<file path="config.mk">
export PLATFORM = sky130hd
export DESIGN_NAME = reorder_buffer
export DESIGN_NICKNAME = d
export VERILOG_FILES = /design/src/rtl/reorder_buffer.sv
export SDC_FILE = /design/constraint.sdc
export NUM_CORES = 1
export LEC_CHECK = 0
export CAP_MARGIN = 20
export CORE_UTILIZATION = 45
export CTS_CLUSTER_SIZE = 16
export DETAILED_ROUTE_END_ITERATION = 12
export DONT_BUFFER_PORTS = 1
export GPL_ROUTABILITY_DRIVEN = 0
export PLACE_DENSITY = 0.62
export RECOVER_POWER = 100
export SLEW_MARGIN = 20
export SYNTH_ARGS = -nofsm -noshare
export SYNTH_HDL_FRONTEND = slang
export SYNTH_SLANG_ARGS = --single-unit
</file>
<file path="constraint.sdc">
create_clock -name clk -period 4.9 [get_ports clk]
set_input_delay 0.735 -clock clk [delete_from_list [all_inputs] [get_ports clk]]
set_output_delay 0.735 -clock clk [all_outputs]
set_load 0.005 [all_outputs]
</file>
<file path="src/rtl/reorder_buffer.sv">
// In-order retirement buffer behind rename: records rd/prd_new/prd_old per instruction,
// tracks out-of-order completion, and retires one entry per cycle in program order.
module reorder_buffer #(
  parameter int DEPTH  = 16,
  parameter int TAG_W  = 4,
  parameter int PREG_W = 6
) (
  input  logic              clk,
  input  logic              rst,
  input  logic              flush,
  input  logic              dispatch_valid,
  input  logic              dispatch_has_rd,
  input  logic [4:0]        dispatch_rd,
  input  logic [PREG_W-1:0] dispatch_prd_new,
  input  logic [PREG_W-1:0] dispatch_prd_old,
  output logic              dispatch_ready,
  output logic [TAG_W-1:0]  dispatch_tag,
  input  logic              complete_valid,
  input  logic [TAG_W-1:0]  complete_tag,
  output logic              commit_valid,
  output logic [4:0]        commit_rd,
  output logic [PREG_W-1:0] commit_prd_new,
  output logic [PREG_W-1:0] commit_prd_old,
  output logic              commit_free,
  output logic [TAG_W:0]    count,
  output logic              empty,
  output logic              full
);

  logic [DEPTH-1:0]  r_valid;
  logic [DEPTH-1:0]  r_done;
  logic [DEPTH-1:0]  r_has_rd;
  logic [4:0]        r_rd      [DEPTH];
  logic [PREG_W-1:0] r_prd_new [DEPTH];
  logic [PREG_W-1:0] r_prd_old [DEPTH];
  logic [TAG_W:0]    r_head;
  logic [TAG_W:0]    r_tail;

  logic              r_commit_valid;
  logic              r_commit_free;
  logic [4:0]        r_commit_rd;
  logic [PREG_W-1:0] r_commit_prd_new;
  logic [PREG_W-1:0] r_commit_prd_old;

  logic [DEPTH-1:0]  w_valid_next;
  logic [DEPTH-1:0]  w_done_next;
  logic [TAG_W-1:0]  w_head_idx;
  logic [TAG_W-1:0]  w_tail_idx;
  logic              w_full;
  logic              w_dispatch;
  logic              w_retire;

  assign w_head_idx = r_head[TAG_W-1:0];
  assign w_tail_idx = r_tail[TAG_W-1:0];
  // Same index with differing wrap bits means the tail has lapped the head.
  assign w_full     = (w_head_idx == w_tail_idx) && (r_head[TAG_W] != r_tail[TAG_W]);
  assign w_dispatch = dispatch_valid && !w_full;
  assign w_retire   = r_valid[w_head_idx] && r_done[w_head_idx];

  assign full           = w_full;
  assign empty          = (r_head == r_tail);
  assign count          = r_tail - r_head;
  assign dispatch_ready = !w_full;
  assign dispatch_tag   = w_tail_idx;

  assign commit_valid   = r_commit_valid;
  assign commit_free    = r_commit_free;
  assign commit_rd      = r_commit_rd;
  assign commit_prd_new = r_commit_prd_new;
  assign commit_prd_old = r_commit_prd_old;

  // Dispatch and retire never target the same slot: that needs full (no dispatch)
  // or empty (head invalid, no retire).
  generate
    for (genvar gi = 0; gi < DEPTH; gi++) begin : g_entry
      logic w_is_tail;
      logic w_is_head;
      logic w_is_cmpl;
      assign w_is_tail = w_dispatch && (w_tail_idx == TAG_W'(gi));
      assign w_is_head = w_retire && (w_head_idx == TAG_W'(gi));
      assign w_is_cmpl = complete_valid && (complete_tag == TAG_W'(gi)) && r_valid[gi];
      assign w_valid_next[gi] = w_is_tail ? 1'b1 : (w_is_head ? 1'b0 : r_valid[gi]);
      assign w_done_next[gi]  = (w_is_tail || w_is_head) ? 1'b0 :
                                (w_is_cmpl ? 1'b1 : r_done[gi]);
    end
  endgenerate

  always_ff @(posedge clk) begin
    if (rst || flush) begin
      r_valid <= '0;
      r_done  <= '0;
      r_head  <= '0;
      r_tail  <= '0;
    end else begin
      r_valid <= w_valid_next;
      r_done  <= w_done_next;
      r_head  <= r_head + {{TAG_W{1'b0}}, w_retire};
      r_tail  <= r_tail + {{TAG_W{1'b0}}, w_dispatch};
    end
  end

  // Payload storage needs no reset; valid bits gate every use.
  always_ff @(posedge clk) begin
    if (w_dispatch) begin
      r_has_rd[w_tail_idx]  <= dispatch_has_rd;
      r_rd[w_tail_idx]      <= dispatch_rd;
      r_prd_new[w_tail_idx] <= dispatch_prd_new;
      r_prd_old[w_tail_idx] <= dispatch_prd_old;
    end
  end

  always_ff @(posedge clk) begin
    if (rst) begin
      r_commit_valid   <= 1'b0;
      r_commit_free    <= 1'b0;
      r_commit_rd      <= '0;
      r_commit_prd_new <= '0;
      r_commit_prd_old <= '0;
    end else if (flush) begin
      r_commit_valid <= 1'b0;
      r_commit_free  <= 1'b0;
    end else if (w_retire) begin
      r_commit_valid   <= 1'b1;
      r_commit_rd      <= r_rd[w_head_idx];
      r_commit_prd_new <= r_prd_new[w_head_idx];
      r_commit_prd_old <= r_prd_old[w_head_idx];
      // Physical register 0 is hardwired and never returns to the free list.
      r_commit_free    <= r_has_rd[w_head_idx] && (r_prd_old[w_head_idx] != '0);
    end else begin
      r_commit_valid <= 1'b0;
      r_commit_free  <= 1'b0;
    end
  end

endmodule
</file>
After elaboration in Yosys (flattened, before gate mapping)
Memories as Yosys holds them, arrays and structs flattened. A register that Yosys moved wholly into a read port is not among the register bits.
Cells that the tools add are included.
- word-level logic and storage cells: 268
- bits in writable memories: 272
- bits of input ports: 27
- memories kept: 3
- flip-flop bits (word level): 66
- output and inout port bits: 31
- eq/ne operators: 48
- reduce and logical (&&, ||, !) cells: 126
- multiplexer cells: 45
- $lt $le $gt $ge: 3
- add/sub/neg operators: 3
- bitwise gates (word level): 2
- memories (memory ; depth ; width ; rd ports ; clocked after memory_dff ; wr ports ; line ; RTL):
    r_prd_new ; 16 ; 6 ; 1 ; 1 ; 1 ; 34 ; logic [PREG_W-1:0] r_prd_new [DEPTH];
    r_prd_old ; 16 ; 6 ; 1 ; 1 ; 1 ; 35 ; logic [PREG_W-1:0] r_prd_old [DEPTH];
    r_rd ; 16 ; 5 ; 1 ; 1 ; 1 ; 33 ; logic [4:0] r_rd [DEPTH];
- operators by type and width (cell ; number):
    equality test 4 bit (second input constant) ; 24
    logical AND 1 bit ; 69
    equality test 4 x 3 -> 1 bit (second input constant) ; 12
    2-to-1 mux 1 bit ; 39
    OR reduction 2 bit ; 17
    nonzero test 2 bit ; 16
    equality test 4 x 2 -> 1 bit (second input constant) ; 6
    logical OR 1 bit ; 17
    bitwise mux 16 bit ; 1
    binary-select mux 1 bit (select 4 bit) ; 3
    equality test 4 x 1 -> 1 bit (second input constant) ; 3
    zero test 4 bit ; 3
    adder 5 x 1 -> 5 bit ; 2
    less-than comparator 4 x 5 -> 1 bit (second input constant) ; 2
    nonzero test 6 bit ; 1
    equality test 5 bit ; 1
    subtractor 5 bit ; 1
    demux 1 bit (select 4 bit) ; 1
    equality test 4 bit ; 1
    greater-or-equal comparator 4 x 1 -> 1 bit (second input constant) ; 1
    2-to-1 mux 4 bit ; 1
    OR reduction 3 bit ; 1
    NOT 1 bit ; 2
    AND reduction 2 bit ; 1
    2 further kinds ; 2

Depth between registers and ports, before layout
Gate-level depths: netlist of run 1.
- word-level depth: 7
- mapped depth: 13
- depth with buffers taken out: 10

Worst setup path before layout of run 1
Ideal clock, no wire load.
- kind: reg-to-reg
- start: reg r_head[2]
- end: reg r_has_rd[12], enable pin
- stages on the path, launching flop included: 8
- path buffers: 2
- arrival time: 3.271 ns
- slack: 1.208 ns
- clock period less this slack: 3.692 ns
- data required time: 4.478 ns
- cell sequence: dfxtp_1 buf_1 buf_1 inv_1 ha_1 nand4_1 o2111ai_1 nor3_1
- word-level cells in the longest chain between the ends: 4
- RTL lines (what ; line ; RTL):
    start, declared ; 36 ; logic [TAG_W:0] r_head;
    start signal, assigned ; 97 ; r_head <= r_head + {{TAG_W{1'b0}}, w_retire};
    equality test 4 bit ; 56 ; assign w_full = (w_head_idx == w_tail_idx) && (r_head[TAG_W] != r_tail[TAG_W]);
    logical AND 1 bit ; 56 ;
    zero test 1 bit ; 57 ; assign w_dispatch = dispatch_valid && !w_full;
    logical AND 1 bit ; 57 ;
    end signal, assigned by index ; 105 ; r_has_rd[w_tail_idx] <= dispatch_has_rd;
    end, declared ; 32 ; logic [DEPTH-1:0] r_has_rd;
No other way between the ends.
A chain may end at the register's enable or synchronous reset.

Worst setup path after layout of run 1
- start: reg r_head[1]
- end: reg r_valid[14]
- word-level cells in the longest chain between the ends: 6
- elaborated cells between the ends (all ways): 14
- RTL lines (what ; line ; RTL):
    equality test 4 bit * ; 56 ;
    logical AND 1 bit * ; 56 ;
    zero test 1 bit * ; 57 ;
    logical AND 1 bit * ; 57 ;
    logical AND 1 bit * ; 79 ; assign w_is_tail = w_dispatch && (w_tail_idx == TAG_W'(gi));
    named net g_entry[14].w_is_tail ; 76 ; logic w_is_tail;
    2-to-1 mux 1 bit or nonzero test 2 bit (tied branches) ; -- ;
    end signal, assigned ; 95 ; r_valid <= w_valid_next;
    end, declared ; 30 ; logic [DEPTH-1:0] r_valid;
The timed path passes the listed nets; every way through them passes the cells marked *. The select of a mux whose other input is x is not followed.

==> results by group, run 1 <==
Global routing
  – Initial antenna violation count: 0
  – Met2 Track Usage GR: 33.2%
  – GRT busiest layer: met2
  – All-Layer GR Usage: 20.5%
  – GR Util met3: ~4.6%
  – GR Util met1: between 20 and 30%
  – Pin count of the biggest net entering global routing: 46
  – Total grt overflow: 0
  – First-pass GRT wire length: 46,600 µm
  – Vias in the first global route: 7,313

Synthesis
  – Post-synthesis sequential area ratio: between 70% and 80%
  – Count leader, synth: edfxtp_1
  – Prevailing post-synth register cell: edfxtp_1
  – Synthesized instance count: roughly 750
  – Yosys reg bits: about 350
  – Syn. warnings: 0
  – Ys async rst share: 0%
  – Synth area leaders: edfxtp_1, mux4_2, dfxtp_1, a31oi_1, o31ai_1
  – Post-Syn Nets: around 790
  – Synth unique cells: 44
  – EDFF count, synth: roughly 290
  – Synthesized area: 14,000 µm²
  – Syn_area_per_cell: 18.6 µm²
  – Yosys top cell area share: between 60 and 70%
  – Most instantiated cells after synthesis: edfxtp_1, mux4_2, dfxtp_1, a31oi_1, inv_1
  – Largest area contributor in the netlist: edfxtp_1

Timing
  – RSZ-0062 raised after global routing: false
  – Fin Setup TNS: 0 ns
  – Fin crit period: 4.08 ns
  – Max-slew headroom: -30.1%
  – Setup-failing EPs final: 0
  – Pins over their slew limit: roughly 170
  – F_max: ~250 MHz
  – Period utilization: 83.2%
  – Clock Skews: 0.0113 ns
  – Tightest Pin Transition: roughly 2 ns
  – Final hold viol count: 0

Route
  – Antenna viol nets, final: 0
  – Routed len/inst: around 27 µm
  – DRC Markers: 0
  – Final wirelength: 31,800 µm
  – Via count: 7,257
  – DR pass1 iterations: 5
  – Via density: about 6.1
  – 1st-iter DRT viols: around 620

Final layout
  – Fillers: between 2,000 and 2,500
  – Multi-input gate area: about 3700 µm²
  – Layout cell share with drive strength beyond 1: ~22%
  – Register area: slightly below 10,000 µm²
  – Nets: between 800 and 900
  – Core Util, Final: between 50 and 60%
  – Antenna diodes: 0
  – Layout area overhead: 10.1%

Clock network
  – Clock Pin Slew Worst Setup and Hold Paths: 0.06 ns
  – Post-cts sizing count: 0
  – Skew-Pair Late Insertion Delay: slightly above 0.5 ns
  – CTS Root Cell: clkbuf_16
  – Clock Sinks: around 350
  – CTS Buf Count: 37
  – CTS tree: built
  – Setup bufs post-CTS: 0
  – CTS Buffer Depth: 3
  – CTS Hold Bufs: 0
  – CTS H-tree depth: 2

Setup path
  – Critical Path Source Type: flip-flop
  – Worst reg2reg setup slack: a little over 0.8 ns
  – CP required: about 5.3 ns
  – Arr. time, crit path: 4.51 ns
  – Worst-path maximum fanout: between 40 and 50
  – Crit Path Class: reg2reg
  – Critical Path Sink Type: flip-flop

Place
  – DP HPWL: ~18,000 µm
  – IO buf count: 0

Floorplan
  – Horiz. Die Dim: roughly 180 µm
  – I/O pin count: 58
  – Die ar.: between 30,000 and 40,000 µm²
  – Die height: between 150 and 200 µm
  – Starting Density: between 40% and 50%
  – Num rows: between 60 and 70
  – Core Area: slightly above 30,000 µm²

Power and ir drop
  – Total Power: roughly 6 mW
  – Peak supply drop: approximately 0.00022 V
  – PwrDens: about 380 nW/µm²
  – Leak pwr: 4.68 nW

Status
  – Failing checks: capacitance limit, slew limit
  – Result of the run: finished, violations left

Flow run
  – Max-cap viol count: 8

Min path
  – Hold Path Class: in2reg
-- critical path: stages, from the launching register on --
cell       delay, ns
dfxtp_4         0.76
inv_1           0.23
ha_1            0.35
nand4_1         0.21
o2111ai_1       0.27
nor2_1          1.07
clkbuf_1        0.73
o21ai_0         0.19
a31oi_1         0.18
-- registers in the layout, indices dropped and copies added, names as in the netlist --
register and count:
commit_free 1, r_head 5, r_done 16, r_has_rd 16, commit_prd_old 6, r_prd_new 96
r_rd 80, r_valid 16, commit_rd 5, r_tail 5, commit_prd_new 6, r_prd_old 96
commit_valid 1
-- power breakdown --
| group | switching (mW) | leakage (nW) | internal, mW |
|---|---|---|---|
| Clock | 1.08 | 0.563 | 1.54 |
| Sequential | 0.00632 | 3.09 | 3.22 |
| Combinational | 0.0473 | 1.03 | 0.0241 |
| Total | 1.13 | 4.68 | 4.79 |
-- layout by cell type (no fill, tap or decap), drive strengths merged --
cell and n:
edfxtp 288, mux4 94, clkbuf 69, dfxtp 61, a31oi 29, inv 28, nor2 25, a21oi 22
nand4 20, nand2 19, o21ai 17, o31ai 17, a2111oi 17, clkinv 12, buf 10, xnor2 8
a22oi 8, ha 8, nor3 8, nand3 7, and2 6, nor2b 4, o2111ai 3, and4 3
nor4 3, a21o 2, xor2 2, or2 1, nor3b 1, and3 1, and3b 1, fa 1
clkinvlp 1
-- per-stage QoR --
stage                     worst slack (ns)  std cells  hold WS [ns]  area [µm²]
after floorplan                       1.21        753         0.465       14000
after global placement                1.50       1125         0.484       14500
after detailed placement              1.45       1125         0.479       14500
after CTS                             1.27       1192         0.268       15600
after global routing                 0.575       1192         0.266       15400
final                                0.822       1192         0.296       15400
-- cells by family (layout without fill, tap and decap cells) --
logic type	after synthesis	after routing	synth area share, %
flops	349	349	70.3
buf+inv	77	120	2.86
xor+xnor	10	10	0.624
simple gates	99	99	4.12
compound gates	115	115	6.09
fa+ha+maj	9	9	0.856
mux	94	94	15.1
-- layout make-up --
cell class	instances	area share, %
Sequential cell	349	63.9
Inverter	29	0.705
Clock buffer	55	7.04
Timing Repair Buffer	24	0.834
Tap cell	396	3.21
Clock inverter	12	0.437
Multi-Input combinational cell	327	23.8
-- layer usage --
layer,vias up,wire [µm]
li1,3129,-
met1,3781,13400
met2,288,15600
met3,59,2150
met4,0,716
met5,-,0
-- path summary, 6_finish.rpt --
| kind | depth (start not counted) | end | start |
|---|---|---|---|
| worst min register to register | 2 | commit_prd_new[5] | commit_prd_new[5] |
| worst max register to register | 8 | r_valid[14] | r_head[1] |
| worst min-delay path | 1 | commit_prd_old[1] | rst |
| worst max-delay path | 8 | r_valid[14] | r_head[1] |
(Power assumes the default switching activity.)
==> inputs of run 2 (changes only) <==
- clock period: 4.9 -> 3.9 ns (I/O delays scaled with it)
==> run 2 against run 1 <==
Effect of this change: the run now ends clean; core utilization grew 0.59 points; clock power rose by 38%; critical path depth down 2; sequential share of layout area is 0.74 points lower; largest power group unchanged; worst setup slack got worse by 0.16 ns; highest routed layer unchanged; combinational power rose by 29%; clock skew increased by 0.0024 ns; routed wire length grew 2.6%; clock-buffer cell count is the same; design area increased by 1.2%; sequential power grew 26%; die area did not move.
==> results by group, run 2 (synthesis results as in run 1) <==
Route
  – Metal3 WL: 2170 µm (was 2150 µm)
  – DRC Markers: 0 (unchanged)
  – Antenna viol nets, final: 0 (unchanged)
  – DR pass1 iterations: 5 (unchanged)
  – Via count: 7,398 (was 7,257)
  – 1st-iter DRT viols: 747 (was 623)
  – Via density: 6.20 (was 6.09)
  – Met2 wire length: 15,700 µm (was 15,600 µm)
  – Routed len/inst: 27.3 µm (was 26.7 µm)
  – M1 WL: 13,900 µm (was 13,400 µm)
  – Highest metal used: met4 (unchanged)
  – Final wirelength: 32,600 µm (was 31,800 µm)

Floorplan
  – Die ar.: 31,900 µm² (unchanged)
  – Num rows: 64 (unchanged)
  – I/O pin count: 58 (unchanged)
  – Starting Density: 45.8% (unchanged)
  – Die height: 179 µm (unchanged)
  – Core Area: 30,700 µm² (unchanged)
  – Horiz. Die Dim: 179 µm (unchanged)

Clock network
  – Skew-Pair Late Insertion Delay: 0.53 ns (was 0.51 ns)
  – CTS Root Cell: clkbuf_16 (unchanged)
  – Clock Sinks: 349 (unchanged)
  – CTS Buffer Depth: 3 (unchanged)
  – Setup bufs post-CTS: 0 (unchanged)
  – CTS tree: built (unchanged)
  – CTS H-tree depth: 2 (unchanged)
  – CTS Hold Bufs: 0 (unchanged)
  – Post-cts sizing count: 0 (unchanged)
  – Clock Pin Slew Worst Setup and Hold Paths: 0.06 ns (about the same)
  – CTS Buf Count: 37 (unchanged)

Final layout
  – Fillers: 2,427 (was 2,435)
  – Layout cell share with drive strength beyond 1: 24.3% (was 21.6%)
  – Antenna diodes: 0 (unchanged)
  – Layout area overhead: 11.4% (was 10.1%)
  – Nets: 805 (was 804)
  – Largest registers: r_prd_new (96), r_prd_old (96), r_rd (80) (unchanged)
  – Most frequent cells in the layout: edfxtp_1, mux4_2, dfxtp_1 (unchanged)
  – Commonest non-fill, non-tap cell in the layout: edfxtp_1 (unchanged)

Power and ir drop
  – Peak supply drop: 0.000334 V (was 0.000220 V)
  – Leak pwr: 4.80 nW (was 4.68 nW)
  – PwrDens: 498 nW/µm² (was 383 nW/µm²)

Place
  – DP HPWL: 18,100 µm (was 18,400 µm)
  – IO buf count: 0 (unchanged)

Timing
  – Clock Skews: 0.0137 ns (was 0.0113 ns)
  – RSZ-0062 raised after global routing: false (unchanged)
  – Period utilization: 82.9% (was 83.2%)
  – Final hold viol count: 0 (unchanged)
  – Tightest Pin Transition: 0.979 ns (was 1.95 ns)
  – Fin crit period: 3.23 ns (was 4.08 ns)
  – Pins over their slew limit: 0 (was 173)
  – Fin Setup TNS: 0 ns (unchanged)
  – Setup-failing EPs final: 0 (unchanged)
  – F_max: 309 MHz (was 245 MHz)
  – Hold WS: 0.128 ns (was 0.296 ns)
  – Max-slew headroom: 34.7% (was -30.1%)

Setup path
  – Crit Path Class: reg2reg (unchanged)
  – CP required: 4.30 ns (was 5.33 ns)
  – Worst reg2reg setup slack: 0.67 ns (was 0.82 ns)
  – Arr. time, crit path: 3.63 ns (was 4.51 ns)
  – Critical Path Sink Type: flip-flop (unchanged)
  – Worst-path maximum fanout: 42 (unchanged)
  – Critical Path Source Type: flip-flop (unchanged)

Min path
  – Hold Path Class: in2reg (unchanged)

Global routing
  – Vias in the first global route: 7,495 (was 7,313)
  – Total grt overflow: 0 (unchanged)
  – Pin count of the biggest net entering global routing: 69 (was 46)
  – Initial antenna violation count: 0 (unchanged)
  – All-Layer GR Usage: 21.1% (was 20.5%)
  – First-pass GRT wire length: 48,400 µm (was 46,600 µm)

Flow run
  – Max-cap viol count: 0 (was 8)

Status
  – Result of the run: finished, final reports clean (was finished, violations left)
run 2: metrics by stage:
| stage | setup slack [ns] | util (%) | instances | instance area [µm²] | total power, mW |
|---|---|---|---|---|---|
| 3_5_place_dp | 1.00 | 47.2 | 1126 | 14500 | 4.23 |
| 5_1_grt | 0.402 | 51.0 | 1194 | 15600 | 7.96 |
| 6_report | 0.667 | 51.0 | 1194 | 15600 | 7.77 |
| 2_1_floorplan | 0.208 | - | 753 | 14000 | 4.21 |
| 3_3_place_gp | 1.06 | 47.2 | 1126 | 14500 | 4.23 |
| 4_1_cts | 0.729 | 51.3 | 1194 | 15700 | 7.82 |
run 2: path summary, 6_finish.rpt:
kind                                        start                 to  cells past startpoint
worst min register to register  commit_prd_old[0]  commit_prd_old[0]                      2
worst max register to register          r_head[1]  commit_prd_new[4]                      6
worst min-delay path                          rst  commit_prd_old[3]                      1
worst max-delay path                    r_head[1]  commit_prd_new[4]                      6
run 2: final cells by class:
| class | instances | area, µm² | area share [%] |
|---|---|---|---|
| clock buffer | 55 | 1020 | 6.55 |
| timing repair buffer | 25 | 158 | 1.01 |
| sequential | 349 | 9880 | 63.2 |
| multi-input combinational | 327 | 3730 | 23.8 |
| inverter | 29 | 109 | 0.697 |
| clock inverter | 13 | 238 | 1.52 |
| tap | 396 | 495 | 3.17 |
run 2: per-layer routing:
metal | up-vias | GRT usage (%)
li1 | 3130 | -
met1 | 3920 | 29.2
met2 | 281 | 33.8
met3 | 67 | 3.88
met4 | 0 | 6.67
met5 | - | 0
run 2: power breakdown:
group          internal, mW  switching (mW)
combinational        0.0315          0.0606
clock                  2.23            1.40
sequential             4.05         0.00770
run 2: critical path, stage by stage (launching register included):
cell and delay, ns:
dfxtp_4 0.50, buf_4 0.60, clkbuf_2 0.79, mux4_2 0.42, mux4_2 0.52, nand4_1 0.12
a21oi_1 0.11
